File: src/rtl/hilo_unit_pkg.sv
// Shared function codes and HI/LO sequencing states for the HI/LO unit and its divider core.
package hilo_unit_pkg;

    localparam logic [5:0] FUN_MFHI  = 6'h10;
    localparam logic [5:0] FUN_MTHI  = 6'h11;
    localparam logic [5:0] FUN_MFLO  = 6'h12;
    localparam logic [5:0] FUN_MTLO  = 6'h13;
    localparam logic [5:0] FUN_MULT  = 6'h18;
    localparam logic [5:0] FUN_MULTU = 6'h19;
    localparam logic [5:0] FUN_DIV   = 6'h1A;
    localparam logic [5:0] FUN_DIVU  = 6'h1B;

    typedef enum logic [1:0] {
        HILO_IDLE = 2'd0,
        HILO_ITER = 2'd1,
        HILO_FIX  = 2'd2
    } hilo_state_t;

    function automatic logic is_div_op(input logic [5:0] f);
        return (f == FUN_DIV) || (f == FUN_DIVU);
    endfunction

endpackage

File: src/rtl/hilo_unit_div_core.sv
// Unsigned restoring divider, one quotient bit per cycle; result is valid while in HILO_FIX.
// Optional HILO_EARLY_OUT_EN skips the iterations for a zero divisor or dividend < divisor.
module hilo_unit_div_core
    import hilo_unit_pkg::*;
#(
    parameter int WIDTH = 32,
    parameter int CNT_W = 6
) (
    input  logic             clk,
    input  logic             rst_n,
    input  logic             start,
    input  logic             flush,
    input  logic [WIDTH-1:0] dividend,
    input  logic [WIDTH-1:0] divisor,
    output logic             busy,
    output logic             done,
    output logic [WIDTH-1:0] quotient,
    output logic [WIDTH-1:0] remainder
);

    hilo_state_t      state_reg;
    logic [CNT_W-1:0] cnt_reg;
    logic [WIDTH-1:0] rem_reg;
    logic [WIDTH-1:0] quo_reg;
    logic [WIDTH-1:0] dvs_reg;

    // quo_reg shifts the dividend out of its top while quotient bits enter at the bottom
    logic [WIDTH:0] shifted;
    logic [WIDTH:0] diff;

    assign shifted = {rem_reg, quo_reg[WIDTH-1]};
    assign diff    = shifted - {1'b0, dvs_reg};

    always_ff @(posedge clk or negedge rst_n) begin
        if (!rst_n) begin
            state_reg <= HILO_IDLE;
            cnt_reg   <= '0;
            rem_reg   <= '0;
            quo_reg   <= '0;
            dvs_reg   <= '0;
        end else if (flush) begin
            state_reg <= HILO_IDLE;
        end else begin
            case (state_reg)
                HILO_IDLE: begin
                    if (start) begin
                        dvs_reg   <= divisor;
                        quo_reg   <= dividend;
                        rem_reg   <= '0;
                        cnt_reg   <= CNT_W'(WIDTH);
                        state_reg <= HILO_ITER;
`ifdef HILO_EARLY_OUT_EN
                        if (divisor == '0) begin
                            quo_reg   <= '1;
                            rem_reg   <= dividend;
                            cnt_reg   <= '0;
                            state_reg <= HILO_FIX;
                        end else if (dividend < divisor) begin
                            quo_reg   <= '0;
                            rem_reg   <= dividend;
                            cnt_reg   <= '0;
                            state_reg <= HILO_FIX;
                        end
`endif
                    end
                end
                HILO_ITER: begin
                    if (diff[WIDTH]) begin
                        rem_reg <= shifted[WIDTH-1:0];
                    end else begin
                        rem_reg <= diff[WIDTH-1:0];
                    end
                    quo_reg <= {quo_reg[WIDTH-2:0], ~diff[WIDTH]};
                    cnt_reg <= cnt_reg - CNT_W'(1);
                    if (cnt_reg == CNT_W'(1)) begin
                        state_reg <= HILO_FIX;
                    end
                end
                HILO_FIX: begin
                    state_reg <= HILO_IDLE;
                end
                default: begin
                    state_reg <= HILO_IDLE;
                end
            endcase
        end
    end

    assign busy      = (state_reg != HILO_IDLE);
    assign done      = (state_reg == HILO_FIX);
    assign quotient  = quo_reg;
    assign remainder = rem_reg;

endmodule

File: src/rtl/hilo_unit.sv
// HI/LO register owner: commits MULT/MULTU products, MTHI/MTLO, and signed/unsigned divides.
// Build with HILO_EARLY_OUT_EN to let trivial divides skip the iterative phase.
module hilo_unit
    import hilo_unit_pkg::*;
#(
    parameter int WIDTH = 32,
    parameter int CNT_W = 6
) (
    input  logic             clk,
    input  logic             rst_n,
    input  logic             start,
    input  logic [5:0]       funct,
    input  logic [WIDTH-1:0] opA,
    input  logic [WIDTH-1:0] opB,
    input  logic [WIDTH-1:0] aluLo,
    input  logic [WIDTH-1:0] aluHi,
    input  logic             flush,
    output logic [WIDTH-1:0] hi,
    output logic [WIDTH-1:0] lo,
    output logic             busy,
    output logic             done
);

    logic [WIDTH-1:0] hi_reg;
    logic [WIDTH-1:0] lo_reg;
    logic             done_reg;
    logic             q_neg_reg;
    logic             r_neg_reg;
    logic             dbz_reg;

    logic             accept;
    logic             is_signed;
    logic             core_busy;
    logic             core_done;
    logic             commit;
    logic [WIDTH-1:0] dividend_mag;
    logic [WIDTH-1:0] divisor_mag;
    logic [WIDTH-1:0] core_quo;
    logic [WIDTH-1:0] core_rem;
    logic [WIDTH-1:0] quo_final;
    logic [WIDTH-1:0] rem_final;

    assign accept    = start && !flush && !core_busy;
    assign is_signed = (funct == FUN_DIV);

    // Magnitudes wrap modulo 2^WIDTH, so the most negative dividend maps onto itself
    assign dividend_mag = (is_signed && opA[WIDTH-1]) ? -opA : opA;
    assign divisor_mag  = (is_signed && opB[WIDTH-1]) ? -opB : opB;

    hilo_unit_div_core #(
        .WIDTH(WIDTH),
        .CNT_W(CNT_W)
    ) u_div_core (
        .clk      (clk),
        .rst_n    (rst_n),
        .start    (accept && is_div_op(funct)),
        .flush    (flush),
        .dividend (dividend_mag),
        .divisor  (divisor_mag),
        .busy     (core_busy),
        .done     (core_done),
        .quotient (core_quo),
        .remainder(core_rem)
    );

    // A zero divisor always reports an all-ones quotient, whatever the operand signs
    assign quo_final = (q_neg_reg && !dbz_reg) ? -core_quo : core_quo;
    assign rem_final = r_neg_reg ? -core_rem : core_rem;
    assign commit    = core_done && !flush;

    always_ff @(posedge clk or negedge rst_n) begin
        if (!rst_n) begin
            hi_reg    <= '0;
            lo_reg    <= '0;
            done_reg  <= 1'b0;
            q_neg_reg <= 1'b0;
            r_neg_reg <= 1'b0;
            dbz_reg   <= 1'b0;
        end else begin
            done_reg <= 1'b0;
            if (commit) begin
                lo_reg   <= quo_final;
                hi_reg   <= rem_final;
                done_reg <= 1'b1;
            end else if (accept) begin
                case (funct)
                    FUN_MULT, FUN_MULTU: begin
                        hi_reg <= aluHi;
                        lo_reg <= aluLo;
                    end
                    FUN_MTHI: hi_reg <= opA;
                    FUN_MTLO: lo_reg <= opA;
                    FUN_DIV, FUN_DIVU: begin
                        q_neg_reg <= is_signed && (opA[WIDTH-1] ^ opB[WIDTH-1]);
                        r_neg_reg <= is_signed && opA[WIDTH-1];
                        dbz_reg   <= (opB == '0);
                    end
                    default: ;
                endcase
            end
        end
    end

    assign hi   = hi_reg;
    assign lo   = lo_reg;
    assign busy = core_busy;
    assign done = done_reg;

endmodule

File: config.mk
export PLATFORM = sky130hd
export DESIGN_NAME = hilo_unit
export DESIGN_NICKNAME = d
export VERILOG_FILES = /design/src/rtl/hilo_unit_pkg.sv /design/src/rtl/hilo_unit_div_core.sv /design/src/rtl/hilo_unit.sv
export SDC_FILE = /design/constraint.sdc
export NUM_CORES = 1
export LEC_CHECK = 0
export CAP_MARGIN = 20
export CORE_ASPECT_RATIO = 1.4
export CORE_MARGIN = 8
export CORE_UTILIZATION = 24
export DETAILED_ROUTE_END_ITERATION = 8
export PLACE_DENSITY = 0.45
export SLEW_MARGIN = 5
export SYNTH_ARGS = -nofsm -noshare
export SYNTH_HDL_FRONTEND = slang
export SYNTH_SLANG_ARGS = --single-unit
export TNS_END_PERCENT = 30
File: constraint.sdc
create_clock -name clk -period 5.8 [get_ports clk]
set_input_delay 1.16 -clock clk [delete_from_list [all_inputs] [get_ports clk]]
set_output_delay 1.16 -clock clk [all_outputs]
set_load 0.02 [all_outputs]
==> results of run 1 <==
==> synth_stat cells, types with 4 or more instances <==
| cell | count | area [um^2] |
|---|---|---|
| nor4_1 | 13 | 81.3 |
| a21oi_1 | 147 | 736 |
| buf_2 | 4 | 20.0 |
| o31ai_1 | 22 | 165 |
| ha_1 | 38 | 475 |
| nor2b_1 | 8 | 50.1 |
| o211ai_1 | 6 | 45.0 |
| a221o_1 | 4 | 40.0 |
| xnor2_1 | 72 | 631 |
| clkbuf_1 | 76 | 285 |
| inv_1 | 61 | 229 |
| o41ai_1 | 13 | 114 |
| or2_2 | 7 | 43.8 |
| o21a_1 | 9 | 67.6 |
| and2_1 | 5 | 31.3 |
| a31oi_1 | 11 | 68.8 |
| nand2b_1 | 14 | 87.6 |
| and3_1 | 9 | 56.3 |
| nand4_1 | 9 | 56.3 |
| nand3_1 | 25 | 125 |
| o21ai_0 | 213 | 1070 |
| xor2_1 | 74 | 648 |
| a21o_1 | 15 | 113 |
| or3_1 | 20 | 125 |
| nor3_1 | 35 | 175 |
| nand2_1 | 197 | 739 |
| mux2i_1 | 87 | 871 |
| dfrtp_1 | 172 | 4300 |
| or4_1 | 9 | 67.6 |
| nor2_1 | 118 | 443 |
==> worst register-to-register path, cell delays in order (launching register included) <==
cell,delay [ps]
dfrtp_1,370
inv_1,110
ha_1,250
fa_1,390
nand2b_1,200
a21o_1,200
a211oi_1,380
o21ai_0,320
a21oi_1,210
o21ai_0,160
xnor2_2,600
buf_12,290
mux2_2,390
o22ai_1,130
==> cells by family after synthesis <==
family,Yosys count,share of synthesized area [%]
adders and majority gates,39,3.96
muxes,89,7.14
DFF,172,34.4
buffers and inverters,149,4.82
xor gates and xnor gates,146,10.2
AOI/OAI and AO/OA,475,21.8
and+or+nand+nor,480,17.6
==> final timing paths <==
kind                            cells after the start  slack (ps)                                start                             endpoint
worst max register to register                     13        1720  u_div_core.quotient[31]$_DFFE_PN0P_  u_div_core.remainder[1]$_DFFE_PN0P_
worst max-delay path                               13        1720  u_div_core.quotient[31]$_DFFE_PN0P_  u_div_core.remainder[1]$_DFFE_PN0P_
min in group asynchronous                           1         670                                rst_n                   lo[23]$_DFFE_PN0P_
worst min-delay path                                2         480                   lo[18]$_DFFE_PN0P_                   lo[18]$_DFFE_PN0P_
max in group asynchronous                           2        4060                                rst_n    u_div_core.dvs_reg[5]$_DFFE_PN0P_
worst min register to register                      2         480                   lo[18]$_DFFE_PN0P_                   lo[18]$_DFFE_PN0P_
==> where the power goes <==
group	total [uW]	internal [uW]	leakage (uW)	switching [uW]
Combinational	2380	1090	0.00420	1290
Clock	1210	688	0.000284	525
Sequential	1650	1410	0.00226	237
==> layout make-up <==
type	instances	area, um^2
clock inverters	10	141
well taps	656	821
fillers	5528	36000
diodes	1	2.50
inverters	61	229
clock buffers	21	450
multi-input cells	1229	7650
repair buffers	219	2210
flip-flops and latches	172	4300
==> routing by layer <==
layer / track usage [%] / up-vias / share of wire, %
li1: - / 5754 / -
met1: 16.8 / 5472 / 42
met2: 27.3 / 216 / 53
met3: 2.43 / 46 / 3.3
met4: 5.03 / 0 / 2.3
met5: 0 / - / 0
==> per-stage QoR <==
step	hold WS [ps]	instances	cell area [um^2]	total power, uW	utilization, %
after global routing	506	2369	15800	5630	30.5
after floorplan	450	1550	12500	3260	-
final	477	2369	15800	5250	30.5
after detailed placement	466	2336	15200	4080	29.4
after CTS	486	2367	15800	5320	30.5
after global placement	465	2336	15200	4050	29.4
==> run_results.csv, run 1 <==
group,metric,value,unit
drt,avgViaCountPerCell,4.85,
synth,syn_area,12500,um^2
synth,synth_area_per_cell,8.07,um^2
cts,htree_levels,4,
drt,vias,11500,
sta,max-slew-margin-rel,32.9,%
placed_design,pre_cts_slack,1350,ps
placed_design,gp_congestion,0.848,
sta,maxSlewViolCount,0,
outcome,status,"finished, final reports clean",
floorplan,initial_core_util,24.2,%
drt,wl_per_cell,18.9,um
floorplan,pin_count,204,
critical_path,cp_top_family,"compound AO/OA/AOI/OAI gates",
critical_path,crit_slowest_cell,"xnor2_2",
synth,yosysWarnings,0,
global_routing,grt_usage,14.7,%
critical_path,worstSetupEndpointType,"flop",
critical_path,cp_max_fo,26,
drt,drc,0,
cells_and_area,drive_gt1_share,4.56,%
cts,holdBufCountCts,0,
critical_path,path_buf_inv,2,
synth,ys_seq_area_share,34.4,%
critical_path,crit_type,"reg2reg",
drt,wirelength,44700,um
synth,netlist-cell-type-count,66,
sta,finClkSkew,14.8,ps
critical_path,cp_cell_sequence,"inv_1 -> ha_1 -> fa_1 -> nand2b_1 -> a21o_1 -> a211oi_1 -> o21ai_0 -> a21oi_1 -> o21ai_0 -> xnor2_2 -> buf_12 -> mux2_2 -> o22ai_1",
sta,setup_viol,0,
drt,drt_iter0_markers,597,
critical_path,cp_common_cell,"o21ai_0",
cts,clockBufferDepth,2,
placed_design,hpwl,34900,um
synth,ys_ff_latch,172,
synth,synth_cells,1550,
sta,finalHoldViolations,0,
critical_path,cp-start-kind,"flop",
cts,cts_tree,"built",
floorplan,die-area,59800,um^2
synth,synth_edf_count,0,
critical_path,crit_required,6150,ps
global_routing,grt_pass1_wl,68900,um
sta,period_needed,4080,ps
floorplan,core,51800,um^2
sta,tns,0,ps
placed_design,port_buffers,203,
critical_path,arrival,4430,ps
synth,syn-num-nets,1727,
cells_and_area,area_growth,26.4,%
critical_path,critical_path.max_stage_delay,600,ps
global_routing,gr-total-overflow,0,
floorplan,chipWidth,209,um
sta,finalCritPeriodShare,70.3,%
cts,cts_inserted_buffers,17,
sta,worstMarginPinSlew,1000,ps
cells_and_area,layout_common_cells,"o21ai_0, clkdlybuf4s50_1, nand2_1",
cts,cts_root_buf,"clkbuf_16",
drt,firstDrtPassIters,5,
sta,max_freq,0.245,GHz
drt,antenna_left,0,
cts,worstSkewPairLatency,460,ps
cts,ctsResizeCount,0,
global_routing,antenna_found_initial,1,
global_routing,grt_pass1_vias,11700,
sta,setup_slack,1720,ps
cts,clk_transition_reported_paths,70,ps
cells_and_area,layout_commonest_cell,"o21ai_0",
sta,grt_setup_unrepaired,"no",
cells_and_area,final_nets,1877,
flow_run,cap_violations,0,
synth,ys.flop_type,"dfrtp_1",
power,p_leak,0.00675,uW
power,ir_drop,218,uV
cts,clock_sinks,172,
power,pwr_density_cell,332,nW/um^2
cts,post_cts_buffers,0,
min_path,hp-class,"reg2reg",
global_routing,grt_max_degree,107,
floorplan,die_h,286,um
synth,synthArstFlopShare,100,%
floorplan,num_rows,99,
(Power assumes the default switching activity.)
==> run 2, diff against run 1 <==
Settings changed: PLACE_DENSITY 0.45 to 0.47.
Clock period 5.8 ns to 3.6 ns, I/O delays scaled along.
==> run 2 against run 1 <==
Setup slack got worse by 1400 ps. Non-clock buffer count rose by 69. Cell area rose by 3.4%. Via count rose by 0.99%. Critical path depth rose by 1. Critical path type unchanged.
==> run_results.csv, run 2 (synthesized netlist as in run 1, its figures left out) <==
group,metric,value,unit
drt,drc,0,
floorplan,core,51800,um^2
floorplan,num_rows,99,
sta,tns,0,ps
drt,vias,11600,
cells_and_area,layout_commonest_cell,"o21ai_0",
cts,clockBufferDepth,2,
cts,post_cts_buffers,0,
power,ir_drop,303,uV
placed_design,hpwl,35600,um
cells_and_area,post-route-util,31.6,%
critical_path,arrival,3640,ps
cells_and_area,seqCellArea,4300,um^2
cts,cts_tree,"built",
drt,wl_met2,23200,um
drt,drt_iter0_markers,492,
cts,clk_transition_reported_paths,70,ps
cells_and_area,final_nets,1946,
outcome,status,"finished, final reports clean",
sta,setup_viol,0,
drt,firstDrtPassIters,5,
cts,worstSkewPairLatency,450,ps
critical_path,cp_max_fo,15,
cells_and_area,layout.cells.non_filler,2437,
critical_path,worstSetupEndpointType,"flop",
cts,htree_levels,4,
sta,grt_setup_unrepaired,"no",
drt,antenna_left,0,
placed_design,placedCellCount,2406,
drt,avgViaCountPerCell,4.76,
floorplan,die_h,286,um
flow_run,cap_violations,0,
global_routing,grt_pass1_wl,69900,um
cts,cts_inserted_buffers,17,
sta,max-slew-margin-rel,49.4,%
sta,finClkSkew,13.4,ps
global_routing,grt_usage,14.8,%
power,pwr_density_cell,538,nW/um^2
global_routing,grt_max_degree,86,
sta,max_freq,0.305,GHz
cells_and_area,layout_common_cells,"o21ai_0, clkdlybuf4s50_1, nand2_1",
cells_and_area,n_antenna_cell,0,
drt,met3_length,1580,um
critical_path,crit_type,"reg2reg",
global_routing,gr-total-overflow,0,
cts,cts_root_buf,"clkbuf_16",
critical_path,cp-start-kind,"flop",
cells_and_area,nFillCells,5530,
sta,period_needed,3280,ps
placed_design,place_area,15700,um^2
floorplan,pin_count,204,
cells_and_area,multiInputGateArea,7650,um^2
power,p_leak,0.00709,uW
cells_and_area,stdcell_area,16400,um^2
floorplan,initial_core_util,24.2,%
drt,wirelength,44700,um
placed_design,port_buffers,203,
cts,ctsResizeCount,0,
drt,wl_per_cell,18.3,um
min_path,hp-class,"in2async",
placed_design,gp_congestion,0.884,
cts,holdBufCountCts,0,
critical_path,crit_required,3960,ps
global_routing,grt_pass1_vias,11900,
floorplan,chipWidth,209,um
global_routing,antenna_found_initial,0,
cts,clock_sinks,172,
sta,finalHoldViolations,0,
drt,top_layer_used,"met4",
floorplan,die-area,59800,um^2
cells_and_area,area_growth,30.8,%
drt,wl_met1,19100,um
cells_and_area,drive_gt1_share,8.31,%
sta,worstMarginPinSlew,758,ps
sta,finalCritPeriodShare,91.1,%
sta,maxSlewViolCount,0,
[run 2: per-layer routing]
layer  track usage, %  up-vias
met3             2.34       49
li1                 -     5898
met4             4.54        0
met1             17.5     5425
met5                0        -
met2             27.2      230
[run 2: layout make-up]
cell class              count  area share, %
inverters                  61           1.40
multi-input cells        1229           46.7
repair buffers            288           16.8
clock buffers              22           2.90
clock inverters             9          0.841
flip-flops and latches    172           26.3
well taps                 656           5.02
[run 2: metrics by stage]
step | setup slack (ps) | hold slack [ps] | total power, uW
global placement | -46.4 | 461 | 6830
global route | 0.528 | 190 | 9480
detailed placement | -26.5 | 470 | 6890
CTS | 129 | 178 | 8930
finish | 320 | 187 | 8800
floorplan | 603 | 424 | 5260
[run 2: final timing paths]
path,slack [ps],to,depth (start not counted),from
max,320,u_div_core.remainder[1]$_DFFE_PN0P_,14,u_div_core.quotient[31]$_DFFE_PN0P_
min,190,lo[23]$_DFFE_PN0P_,1,rst_n
max reg2reg,320,u_div_core.remainder[1]$_DFFE_PN0P_,14,u_div_core.quotient[31]$_DFFE_PN0P_
min reg2reg,480,lo[18]$_DFFE_PN0P_,2,lo[18]$_DFFE_PN0P_
max in group asynchronous,2540,u_div_core.dvs_reg[18]$_DFFE_PN0P_,2,rst_n
min in group clk,480,lo[18]$_DFFE_PN0P_,2,lo[18]$_DFFE_PN0P_
[run 2: worst max-delay path, cell delays in order (launching register included)]
cell      delay [ps]
dfrtp_1          370
inv_1            100
ha_1             230
fa_1             380
nand2b_1         180
a21o_1           190
a211oi_1         200
buf_4            160
o21ai_1          140
a21oi_1          200
o21ai_1          130
xnor2_2          250
buf_12           190
mux2_2           340
o22ai_1          120
[run 2: power by group]
group	internal [uW]	switching, uW	leakage (uW)
Combinational	2000	2180	0.00454
Clock	1150	832	0.000285
Sequential	2280	367	0.00226
==> run 3, diff against run 2 <==
Settings changed: SKIP_CTS_REPAIR_TIMING set to 1.
==> results of run 3 <==
Final layout, timing and power as in run 2 (identical DEF).
